[config.mk]
export PLATFORM = sky130hd
export DESIGN_NAME = mem_bus_arbiter_flat
export DESIGN_NICKNAME = d
export VERILOG_FILES = /design/src/rtl/mem_bus_arbiter_pkg.sv /design/src/rtl/mem_bus_arbiter_if.sv /design/src/rtl/mem_tag_owner_table.sv /design/src/rtl/mem_bus_arbiter.sv /design/src/flat_wrapper.sv
export SDC_FILE = /design/constraint.sdc
export NUM_CORES = 1
export LEC_CHECK = 0
export BUFFER_PORTS_ARGS = -buffer_cell sky130_fd_sc_hd__buf_2
export CAP_MARGIN = 30
export CORE_AREA = 2 2 212 214
export CTS_BUF_LIST = sky130_fd_sc_hd__clkbuf_4
export DETAILED_ROUTE_END_ITERATION = 8
export DIE_AREA = 0 0 214 216
export GPL_TIMING_DRIVEN = 0
export REMOVE_ABC_BUFFERS = 1
export SYNTH_ARGS = -nofsm -noshare
export SYNTH_HDL_FRONTEND = slang
export SYNTH_SLANG_ARGS = --single-unit
[constraint.sdc]
create_clock -name clock -period 2.1 [get_ports clock]
set_input_delay 0.315 -clock clock [delete_from_list [all_inputs] [get_ports clock]]
set_output_delay 0.315 -clock clock [all_outputs]
set_load 0.02 [all_outputs]
[src/rtl/mem_bus_arbiter_pkg.sv]
// Shared bus encodings, tag geometry and owner encoding for the memory-port arbiter.
// Pure definitions; no state and no handshake of its own.
package mem_bus_arbiter_pkg;

    localparam int MEM_TAG_BITS = 4;
    localparam int STARVE_BITS  = 3;

    localparam logic [1:0] BUS_NONE  = 2'd0;
    localparam logic [1:0] BUS_LOAD  = 2'd1;
    localparam logic [1:0] BUS_STORE = 2'd2;

    typedef logic [MEM_TAG_BITS-1:0] mem_tag_t;
    typedef logic [STARVE_BITS-1:0]  starve_cnt_t;

    typedef enum logic {
        OWN_ICACHE = 1'b0,
        OWN_DCACHE = 1'b1
    } owner_e;

    function automatic starve_cnt_t sat_inc(input starve_cnt_t v);
        return (v == '1) ? v : v + starve_cnt_t'(1);
    endfunction

endpackage

[src/rtl/mem_bus_arbiter_if.sv]
// Bundles the icache, dcache and memory sides of the unified memory port.
// slave = arbiter view; master = the caches and memory driving it.
interface mem_bus_arbiter_if;
    import mem_bus_arbiter_pkg::*;

    logic [1:0]  proc2Imem_command;
    logic [63:0] proc2Imem_addr;
    logic [3:0]  Imem2proc_response;
    mem_tag_t    Imem2proc_tag;
    logic [63:0] Imem2proc_data;

    logic [1:0]  proc2Dmem_command;
    logic [63:0] proc2Dmem_addr;
    logic [63:0] proc2Dmem_data;
    logic [3:0]  Dmem2proc_response;
    mem_tag_t    Dmem2proc_tag;
    logic [63:0] Dmem2proc_data;

    logic [1:0]  proc2mem_command;
    logic [63:0] proc2mem_addr;
    logic [63:0] proc2mem_data;
    logic [3:0]  mem2proc_response;
    mem_tag_t    mem2proc_tag;
    logic [63:0] mem2proc_data;

    modport slave (
        input  proc2Imem_command, proc2Imem_addr,
        output Imem2proc_response, Imem2proc_tag, Imem2proc_data,
        input  proc2Dmem_command, proc2Dmem_addr, proc2Dmem_data,
        output Dmem2proc_response, Dmem2proc_tag, Dmem2proc_data,
        output proc2mem_command, proc2mem_addr, proc2mem_data,
        input  mem2proc_response, mem2proc_tag, mem2proc_data
    );

    modport master (
        output proc2Imem_command, proc2Imem_addr,
        input  Imem2proc_response, Imem2proc_tag, Imem2proc_data,
        output proc2Dmem_command, proc2Dmem_addr, proc2Dmem_data,
        input  Dmem2proc_response, Dmem2proc_tag, Dmem2proc_data,
        input  proc2mem_command, proc2mem_addr, proc2mem_data,
        output mem2proc_response, mem2proc_tag, mem2proc_data
    );

endinterface

[src/rtl/mem_tag_owner_table.sv]
// Records which cache owns each outstanding load tag; lookup is same-cycle, updates land next edge.
// No backpressure: a lookup hit frees its entry, and a same-index allocation in that cycle wins.
module mem_tag_owner_table
    import mem_bus_arbiter_pkg::*;
#(
    parameter int NUM_TAGS = 16
) (
    input  logic     clock,
    input  logic     reset,
    input  logic     alloc_en_i,
    input  mem_tag_t alloc_idx_i,
    input  owner_e   alloc_owner_i,
    input  mem_tag_t lookup_tag_i,
    output logic     lookup_hit_o,
    output owner_e   lookup_owner_o,
    output logic     arb_err_o
);

    logic [NUM_TAGS-1:0] valid_q, valid_d;
    logic [NUM_TAGS-1:0] owner_q, owner_d;
    logic                err_q, err_d;
    logic                unowned, overwrite;

    always_comb begin
        lookup_hit_o   = (lookup_tag_i != '0) && valid_q[lookup_tag_i];
        lookup_owner_o = owner_e'(owner_q[lookup_tag_i]);
        unowned        = (lookup_tag_i != '0) && !valid_q[lookup_tag_i];
        // An entry being returned this very cycle is not a live collision.
        overwrite      = alloc_en_i && valid_q[alloc_idx_i]
                         && !(lookup_hit_o && (lookup_tag_i == alloc_idx_i));

        valid_d = valid_q;
        owner_d = owner_q;
        err_d   = err_q;
        if (lookup_hit_o) begin
            valid_d[lookup_tag_i] = 1'b0;
        end
        if (alloc_en_i) begin
            valid_d[alloc_idx_i] = 1'b1;
            owner_d[alloc_idx_i] = alloc_owner_i;
        end
        if (unowned || overwrite) begin
            err_d = 1'b1;
        end
    end

    always_ff @(posedge clock) begin
        if (reset) begin
            valid_q <= '0;
            owner_q <= '0;
            err_q   <= 1'b0;
        end else begin
            valid_q <= valid_d;
            owner_q <= owner_d;
            err_q   <= err_d;
        end
    end

    assign arb_err_o = err_q;

endmodule

[src/rtl/mem_bus_arbiter.sv]
// Grants the unified memory port to icache or dcache each cycle; zero added latency both ways.
// Loser sees response 0 and must hold and retry; dcache wins unless icache has starved too long.
module mem_bus_arbiter
    import mem_bus_arbiter_pkg::*;
#(
    parameter int STARVE_LIMIT = 4,
    parameter int NUM_TAGS     = 16
) (
    input  logic               clock,
    input  logic               reset,
    mem_bus_arbiter_if.slave   bus,
    output logic               arb_err
);

    starve_cnt_t starve_cnt_q, starve_cnt_d;
    logic        i_req, d_req, i_grant, d_grant;
    logic        alloc_en, hit;
    owner_e      hit_owner;

    assign i_req   = bus.proc2Imem_command != BUS_NONE;
    assign d_req   = bus.proc2Dmem_command != BUS_NONE;
    assign i_grant = i_req && (!d_req || (starve_cnt_q >= starve_cnt_t'(STARVE_LIMIT)));
    assign d_grant = d_req && !i_grant;

    always_comb begin
        bus.proc2mem_command   = BUS_NONE;
        bus.proc2mem_addr      = '0;
        bus.proc2mem_data      = '0;
        bus.Imem2proc_response = '0;
        bus.Dmem2proc_response = '0;
        if (d_grant) begin
            bus.proc2mem_command   = bus.proc2Dmem_command;
            bus.proc2mem_addr      = bus.proc2Dmem_addr;
            bus.proc2mem_data      = bus.proc2Dmem_data;
            bus.Dmem2proc_response = bus.mem2proc_response;
        end else if (i_grant) begin
            bus.proc2mem_command   = bus.proc2Imem_command;
            bus.proc2mem_addr      = bus.proc2Imem_addr;
            bus.Imem2proc_response = bus.mem2proc_response;
        end
    end

    // Stores are fire-and-forget, so only accepted loads claim a tag.
    assign alloc_en = (i_grant || d_grant) && (bus.proc2mem_command == BUS_LOAD)
                      && (bus.mem2proc_response != '0);

    mem_tag_owner_table #(
        .NUM_TAGS (NUM_TAGS)
    ) u_owner_table (
        .clock          (clock),
        .reset          (reset),
        .alloc_en_i     (alloc_en),
        .alloc_idx_i    (bus.mem2proc_response),
        .alloc_owner_i  (d_grant ? OWN_DCACHE : OWN_ICACHE),
        .lookup_tag_i   (bus.mem2proc_tag),
        .lookup_hit_o   (hit),
        .lookup_owner_o (hit_owner),
        .arb_err_o      (arb_err)
    );

    assign bus.Imem2proc_tag  = (hit && hit_owner == OWN_ICACHE) ? bus.mem2proc_tag : '0;
    assign bus.Dmem2proc_tag  = (hit && hit_owner == OWN_DCACHE) ? bus.mem2proc_tag : '0;
    assign bus.Imem2proc_data = bus.mem2proc_data;
    assign bus.Dmem2proc_data = bus.mem2proc_data;

    assign starve_cnt_d = (i_req && !i_grant) ? sat_inc(starve_cnt_q) : '0;

    always_ff @(posedge clock) begin
        if (reset) begin
            starve_cnt_q <= '0;
        end else begin
            starve_cnt_q <= starve_cnt_d;
        end
    end

endmodule
[src/flat_wrapper.sv]
// flat-port wrapper written by rule: the top's interface ports become plain ports
module mem_bus_arbiter_flat import mem_bus_arbiter_pkg::*;
#(
    parameter int STARVE_LIMIT = 4,
    parameter int NUM_TAGS     = 16
)
  (clock, reset, arb_err, bus_proc2Imem_command, bus_proc2Imem_addr, bus_Imem2proc_response, bus_Imem2proc_tag, bus_Imem2proc_data, bus_proc2Dmem_command, bus_proc2Dmem_addr, bus_proc2Dmem_data, bus_Dmem2proc_response, bus_Dmem2proc_tag, bus_Dmem2proc_data, bus_proc2mem_command, bus_proc2mem_addr, bus_proc2mem_data, bus_mem2proc_response, bus_mem2proc_tag, bus_mem2proc_data);
  mem_bus_arbiter_if bus_i ();
  input  logic clock;
  input  logic reset;
  output logic arb_err;
  input wire logic [$bits(bus_i.proc2Imem_command)-1:0] bus_proc2Imem_command;
  input wire logic [$bits(bus_i.proc2Imem_addr)-1:0] bus_proc2Imem_addr;
  output wire logic [$bits(bus_i.Imem2proc_response)-1:0] bus_Imem2proc_response;
  output wire logic [$bits(bus_i.Imem2proc_tag)-1:0] bus_Imem2proc_tag;
  output wire logic [$bits(bus_i.Imem2proc_data)-1:0] bus_Imem2proc_data;
  input wire logic [$bits(bus_i.proc2Dmem_command)-1:0] bus_proc2Dmem_command;
  input wire logic [$bits(bus_i.proc2Dmem_addr)-1:0] bus_proc2Dmem_addr;
  input wire logic [$bits(bus_i.proc2Dmem_data)-1:0] bus_proc2Dmem_data;
  output wire logic [$bits(bus_i.Dmem2proc_response)-1:0] bus_Dmem2proc_response;
  output wire logic [$bits(bus_i.Dmem2proc_tag)-1:0] bus_Dmem2proc_tag;
  output wire logic [$bits(bus_i.Dmem2proc_data)-1:0] bus_Dmem2proc_data;
  output wire logic [$bits(bus_i.proc2mem_command)-1:0] bus_proc2mem_command;
  output wire logic [$bits(bus_i.proc2mem_addr)-1:0] bus_proc2mem_addr;
  output wire logic [$bits(bus_i.proc2mem_data)-1:0] bus_proc2mem_data;
  input wire logic [$bits(bus_i.mem2proc_response)-1:0] bus_mem2proc_response;
  input wire logic [$bits(bus_i.mem2proc_tag)-1:0] bus_mem2proc_tag;
  input wire logic [$bits(bus_i.mem2proc_data)-1:0] bus_mem2proc_data;
  assign bus_i.proc2Imem_command = bus_proc2Imem_command;
  assign bus_i.proc2Imem_addr = bus_proc2Imem_addr;
  assign bus_Imem2proc_response = bus_i.Imem2proc_response;
  assign bus_Imem2proc_tag = bus_i.Imem2proc_tag;
  assign bus_Imem2proc_data = bus_i.Imem2proc_data;
  assign bus_i.proc2Dmem_command = bus_proc2Dmem_command;
  assign bus_i.proc2Dmem_addr = bus_proc2Dmem_addr;
  assign bus_i.proc2Dmem_data = bus_proc2Dmem_data;
  assign bus_Dmem2proc_response = bus_i.Dmem2proc_response;
  assign bus_Dmem2proc_tag = bus_i.Dmem2proc_tag;
  assign bus_Dmem2proc_data = bus_i.Dmem2proc_data;
  assign bus_proc2mem_command = bus_i.proc2mem_command;
  assign bus_proc2mem_addr = bus_i.proc2mem_addr;
  assign bus_proc2mem_data = bus_i.proc2mem_data;
  assign bus_i.mem2proc_response = bus_mem2proc_response;
  assign bus_i.mem2proc_tag = bus_mem2proc_tag;
  assign bus_i.mem2proc_data = bus_mem2proc_data;
  mem_bus_arbiter #(.STARVE_LIMIT(STARVE_LIMIT), .NUM_TAGS(NUM_TAGS)) u_core (.clock(clock), .reset(reset), .bus(bus_i), .arb_err(arb_err));
endmodule
==> flow_metrics.py, run 1 <==
metrics = {
    "grt": {
        "use_met3_pct": 16.3,
        "use_met1_pct": 25.9,
        "use_met2_pct": 24.3,
        "antenna_found_initial": 23,
        "grt_pass1_vias": 5483,
        "top_usage_layer": "met1",
        "grt_pass1_wl_um": 59900,
        "grt_max_degree": 37,
        "grt_usage_pct": 20.2,
        "overflow": 0,
    },
    "drt": {
        "drt_wl_total_um": 49000,
        "detail-route-antenna-nets": 0,
        "vias": 5386,
        "drc_errors": 0,
        "wire_per_inst_um": 36.1,
        "firstDrtPassIters": 4,
        "via_per_inst": 3.96,
        "drtIter0Drc": 329,
    },
    "flow_run": {
        "drv_cap": 0,
    },
    "setup_path": {
        "cp.required_ns": 1.78,
        "path_class": "flip-flop to primary output",
        "cp.arrival_ns": 2.09,
        "crit_fanout": 5,
        "crit_family": "multiplexers",
        "crit_slowest_cell": "mux4_2",
        "reg2reg_from": "u_core.starve_cnt_q[2]",
        "start_kind": "flip-flop",
        "critPathMaxStageDelay_ns": 0.58,
        "crit_top_cell": "mux4_2",
        "crit_buf_inv": 1,
        "cp-end-kind": "primary output",
        "cp-startpoint": "u_core.u_owner_table.owner_q[3]",
        "cp_cell_sequence": "mux4_2, mux4_2, nor2_1, buf_2",
    },
    "die": {
        "die_h_um": 216,
        "fp.dieArea_mm2": 0.0462,
        "initial_core_util_pct": 9.47,
        "pin_count": 545,
        "rows": 77,
        "die-width_um": 214,
        "coreArea_mm2": 0.0438,
    },
    "logic_synthesis": {
        "ys_seq_elements": 36,
        "synthCells": 521,
        "synth.avg_cell_area_um2": 7.97,
        "synth_edf_count": 0,
        "synth_cell_types": 44,
        "ys_warn_count": 0,
        "syn-cell-area_mm2": 0.00415,
        "synthFlopType": "dfxtp_1",
        "synthArstFlopShare_pct": 0,
        "synth_seq_area_share_pct": 17.4,
    },
    "clock_network": {
        "path_clk_slew_ns": 0.11,
        "cts_buffers": 5,
        "cts_num_sinks": 36,
        "cts_root_buf": "clkbuf_4",
        "cts_tree": "yes",
        "clk-insertion-delay-late_ns": 0.34,
        "htreeDepth": 2,
        "cts_hold_buf": 0,
        "clock_path_buffers": 2,
    },
    "sta": {
        "setup_violations": 110,
        "rsz0062_at_grt": "yes",
        "worst_slew_pin_slew_ns": 0.642,
        "finalHoldViolations": 0,
        "finalCritPeriodShare_pct": 115,
        "slew_viol_final": 0,
        "fmaxAchievable_mhz": 415,
        "skew_ns": 0.0147,
        "setup_slack_ns": -0.307,
        "slew-limit-headroom_pct": 57.2,
        "fin_crit_ns": 2.41,
    },
    "power": {
        "p_seq_share_pct": 20.8,
        "ir_drop_mv": 0.167,
        "power_mw": 3.38,
        "p_leak_nw": 3.58,
        "power_switching_mw": 1.45,
        "p_int_mw": 1.93,
        "switching_share_pct": 42.8,
        "pwr-share-comb_pct": 68.0,
        "power_density_mw_per_mm2": 434,
        "clock_power_share_pct": 11.3,
    },
    "finish": {
        "drive_above_1_share_pct": 68.0,
        "final_cell_mix": "229 x buf_2, 65 x buf_6, 64 x and2_4",
        "design_area_mm2": 0.00779,
        "syn2layout_area_growth_pct": 87.6,
        "layout.cells.most_common": "buf_2",
        "nets": 1031,
    },
    "worst_hold_path": {
        "hp-start": "u_core.u_owner_table.valid_q[0]",
        "hold_path.class": "flip-flop to flip-flop",
    },
    "run_status": {
        "status": "finished, violations left",
        "violations": "setup timing",
    },
    "placement": {
        "dp_hpwl_um": 38800,
        "gp_congestion": 0.917,
        "placed_area_mm2": 0.00559,
        "portBuffers": 352,
    },
}
-- power by group through the flow --
stage | clock [mW] | sequential [mW] | combinational [mW]
after floorplan | 0 | 0.718 | 0.630
after global placement | 0 | 0.717 | 1.50
after detailed placement | 0 | 0.718 | 1.51
after CTS | 0.399 | 0.701 | 2.22
after global routing | 0.430 | 0.703 | 2.40
final | 0.381 | 0.701 | 2.30
-- worst register-to-register path: cells and delay by family (launching register included) --
kind            cells  cell delay [ns]
compound gates      1             0.27
buf+inv             3             0.39
simple gates        3             0.56
mux                 1             0.23
flops               1             0.37
-- per-layer routing --
layer | share of wire [%] | vias to the layer above
met5 | 0.50 | -
met4 | 3.8 | 23
met3 | 19 | 84
met2 | 34 | 539
met1 | 43 | 2537
li1 | - | 2203
-- layout make-up --
type / instances / area (um^2)
Fill cell: 4898 / 36000
Antenna cell: 7 / 17.5
Sequential cell: 36 / 726
Multi-Input combinational cell: 322 / 2790
Inverter: 4 / 16.3
Tap cell: 592 / 741
Clock buffer: 7 / 52.6
Timing Repair Buffer: 390 / 3450
Clock inverter: 1 / 3.75
-- registers in the layout, summed over array words and instances (netlist names) --
name / count
u_core.starve_cnt_q: 3
u_core.u_owner_table.owner_q: 16
u_core.u_owner_table.valid_q: 16
u_core.u_owner_table.arb_err_o: 1
-- Yosys cell counts, drive strengths merged (2+ instances only) --
library cell,n,area [um^2]
a22o,64,561
nand3b,4,30.0
clkbuf,25,93.8
nor2b,7,43.8
nor2,26,100
mux4,11,248
xnor2,2,17.5
o21ai,20,100
nor4,2,12.5
buf,142,1040
nand3,7,35.0
nand2,11,41.3
o21ba,2,20.0
o31ai,3,22.5
ha,2,25.0
xor2,3,26.3
or3,2,12.5
and2,75,469
nand2b,11,68.8
dfxtp,36,721
inv,3,11.3
a21oi,24,120
mux2,2,22.5
a22oi,2,15.0
or2,3,18.8
mux2i,14,140
o211ai,7,52.6
-- kinds of logic (layout without fill, tap and decap cells) --
group	count (synthesis)	count (layout)	synth area share, %
compound gates	128	136	22.7
xor+xnor	5	5	1.05
fa+ha+maj	2	2	0.602
buf+inv	171	402	27.8
flops	36	36	17.4
mux	27	27	9.88
other cells	0	7	0
simple gates	152	152	20.7
-- per-stage QoR --
stage	util (%)	TNS [ns]	hold slack, ns	cells	worst slack (ns)
4_1_cts	17.1	-10.57	0.474	1353	-0.322
2_1_floorplan	-	-310.03	0.384	354	-2.23
5_1_grt	17.7	-13.47	0.493	1354	-0.361
6_report	17.8	-6.47	0.475	1359	-0.307
3_5_place_dp	12.8	-122.73	0.460	1301	-1.16
3_3_place_gp	12.6	-661.76	0.459	1298	-4.81
-- worst paths after layout --
kind / end / slack (ns) / cells after the start
worst max-delay path: bus_Imem2proc_tag[1] / -0.31 / 4
worst min-delay path: u_core.u_owner_table.valid_q[0] / 0.48 / 1
worst max register to register: u_core.u_owner_table.owner_q[3] / 0.16 / 8
worst min register to register: u_core.u_owner_table.valid_q[0] / 0.48 / 1
-- timing repair --
| item | 4_1_cts | 5_1_grt |
|---|---|---|
| pin swaps | 57 | 45 |
| setup endpoints to repair | 149 | 143 |
| setup buffers | 25 | 7 |
| gates cloned | 19 | 4 |
| gates resized for setup | 338 | 117 |
(Power assumes the default switching activity.)
==> run 2, diff against run 1 <==
--- a/config.mk
+++ b/config.mk
@@ -9,5 +9,5 @@
 export CAP_MARGIN = 30
 export CORE_AREA = 2 2 212 214
-export CTS_BUF_LIST = sky130_fd_sc_hd__clkbuf_4
+export CTS_BUF_LIST = sky130_fd_sc_hd__clkbuf_2
 export DETAILED_ROUTE_END_ITERATION = 8
 export DIE_AREA = 0 0 214 216
==> constraint.sdc (replaced) <==
create_clock -name clock -period 2.1 [get_ports clock]
set_input_delay 0.315 -clock clock [delete_from_list [all_inputs] [get_ports clock]]
set_output_delay 0.315 -clock clock [all_outputs]
set_load 0.01 [all_outputs]
==> flow_metrics.py, run 2 (synthesis results as in run 1) <==
metrics = {
    "finish": {
        "largestRegisters": "u_core.u_owner_table.owner_q (16), u_core.u_owner_table.valid_q (16), u_core.starve_cnt_q (3)",
        "syn2layout_area_growth_pct": 83.5,
        "final.fill_count": 4924,
        "multiInputGateArea_mm2": 0.00274,
        "drive_above_1_share_pct": 67.6,
        "design_area_mm2": 0.00762,
        "nets": 1031,
        "final_cell_mix": "246 x buf_2, 64 x and2_4, 63 x buf_6",
        "seqCellArea_um2": 726,
        "layout.cells.most_common": "buf_2",
        "postLayoutCoreUtil_pct": 17.4,
    },
    "clock_network": {
        "cts_num_sinks": 36,
        "clock_path_buffers": 2,
        "cts_root_buf": "clkbuf_2",
        "clk-insertion-delay-late_ns": 0.37,
        "path_clk_slew_ns": 0.18,
        "cts_buffers": 5,
        "htreeDepth": 2,
        "cts_tree": "yes",
    },
    "drt": {
        "detail-route-antenna-nets": 0,
        "via_per_inst": 3.97,
        "firstDrtPassIters": 5,
        "drc_errors": 0,
        "drt_wl_total_um": 48900,
        "wire_per_inst_um": 36.0,
        "drtIter0Drc": 362,
        "vias": 5393,
    },
    "die": {
        "die-width_um": 214,
        "die_h_um": 216,
        "pin_count": 545,
        "rows": 77,
        "initial_core_util_pct": 9.47,
        "fp.dieArea_mm2": 0.0462,
        "coreArea_mm2": 0.0438,
    },
    "run_status": {
        "status": "finished, violations left",
        "violations": "setup timing",
    },
    "setup_path": {
        "crit_fanout": 5,
        "start_kind": "flip-flop",
        "path_class": "flip-flop to primary output",
        "cp_cell_sequence": "mux4_2, mux4_2, clkinv_2, and2_4, buf_6",
        "cp.required_ns": 1.78,
        "cp.arrival_ns": 2.11,
        "critPathMaxStageDelay_ns": 0.56,
        "crit_slowest_cell": "mux4_2",
        "crit_top_cell": "mux4_2",
        "cp-end-kind": "primary output",
    },
    "sta": {
        "finalCritPeriodShare_pct": 115,
        "slew_viol_final": 0,
        "fin_setup_tns_ns": -17.44,
        "fin_crit_ns": 2.42,
        "slew-limit-headroom_pct": 56.9,
        "fmaxAchievable_mhz": 413,
        "worst_slew_pin_slew_ns": 0.646,
        "finalHoldViolations": 0,
        "skew_ns": 0.0185,
        "rsz0062_at_grt": "yes",
        "setup_slack_ns": -0.320,
        "setup_violations": 121,
    },
    "placement": {
        "gp_congestion": 0.917,
        "dp_hpwl_um": 38800,
        "portBuffers": 352,
        "placed_area_mm2": 0.00559,
    },
    "power": {
        "p_leak_nw": 3.55,
        "power_mw": 3.11,
        "power_density_mw_per_mm2": 408,
        "ir_drop_mv": 0.156,
    },
    "flow_run": {
        "drv_cap": 0,
    },
    "grt": {
        "grt_max_degree": 37,
        "overflow": 0,
        "antenna_found_initial": 22,
        "grt_pass1_wl_um": 60000,
        "grt_usage_pct": 20.2,
        "grt_pass1_vias": 5447,
    },
    "worst_hold_path": {
        "hold_path.class": "primary input to flip-flop",
    },
}
## run 2: layout make-up
class | instances | share of cell area, %
clock inverters | 1 | 0.0493
clock buffers | 7 | 0.460
repair buffers | 392 | 44.0
inverters | 4 | 0.213
diodes | 6 | 0.197
flip-flops and latches | 36 | 9.52
well taps | 592 | 9.72
multi-input cells | 320 | 35.9
## run 2: report_power, final
part / leakage (nW) / total [mW] / internal (mW) / switching, mW
registers: 0.292 / 0.703 / 0.695 / 0.00772
clock network: 0.0307 / 0.315 / 0.0893 / 0.226
logic: 3.23 / 2.09 / 1.05 / 1.04
## run 2: layer usage
metal	share of wire, %	vias to the layer above	wire length [um]	GRT usage, %
met1	42	2517	20400	24.7
met4	3.8	31	1860	6.20
met3	20	91	9620	17.9
met2	34	560	16600	24.6
li1	-	2194	-	-
met5	0.78	-	383	3.75
## run 2: stage by stage
| stage | cells | hold WS, ns | worst slack (ns) |
|---|---|---|---|
| 6_report | 1358 | 0.445 | -0.320 |
| 5_1_grt | 1353 | 0.425 | -0.424 |
| 4_1_cts | 1355 | 0.411 | -0.377 |
| 3_5_place_dp | 1301 | 0.460 | -1.15 |
| 3_3_place_gp | 1298 | 0.459 | -4.78 |
| 2_1_floorplan | 354 | 0.384 | -2.16 |
## run 2: worst paths after layout
path                                                          to  slack [ns]  cells past startpoint                             from
worst min register to register   u_core.u_owner_table.valid_q[0]        0.48                      1  u_core.u_owner_table.valid_q[0]
worst min-delay path             u_core.u_owner_table.owner_q[2]        0.44                      2                            reset
worst max register to register  u_core.u_owner_table.owner_q[13]        0.24                      7           u_core.starve_cnt_q[2]
worst max-delay path                        bus_Imem2proc_tag[3]       -0.32                      5  u_core.u_owner_table.owner_q[3]
## run 2: what timing repair did
| action | in CTS | in global routing |
|---|---|---|
| setup endpoints to repair | 150 | 145 |
| hold buffers | 0 | 0 |
| hold endpoints to repair | 0 | 0 |
| pin swaps | 70 | 32 |
| resized for setup | 352 | 20 |
| buffers inserted | 25 | 7 |
| gates cloned | 22 | 1 |
## run 2: worst max-delay path: cells and delay by family (launching register included)
kind | cells | cell delay, ns
muxes | 2 | 1.03
DFF | 1 | 0.36
buffers and inverters | 2 | 0.19
and+or+nand+nor | 1 | 0.14
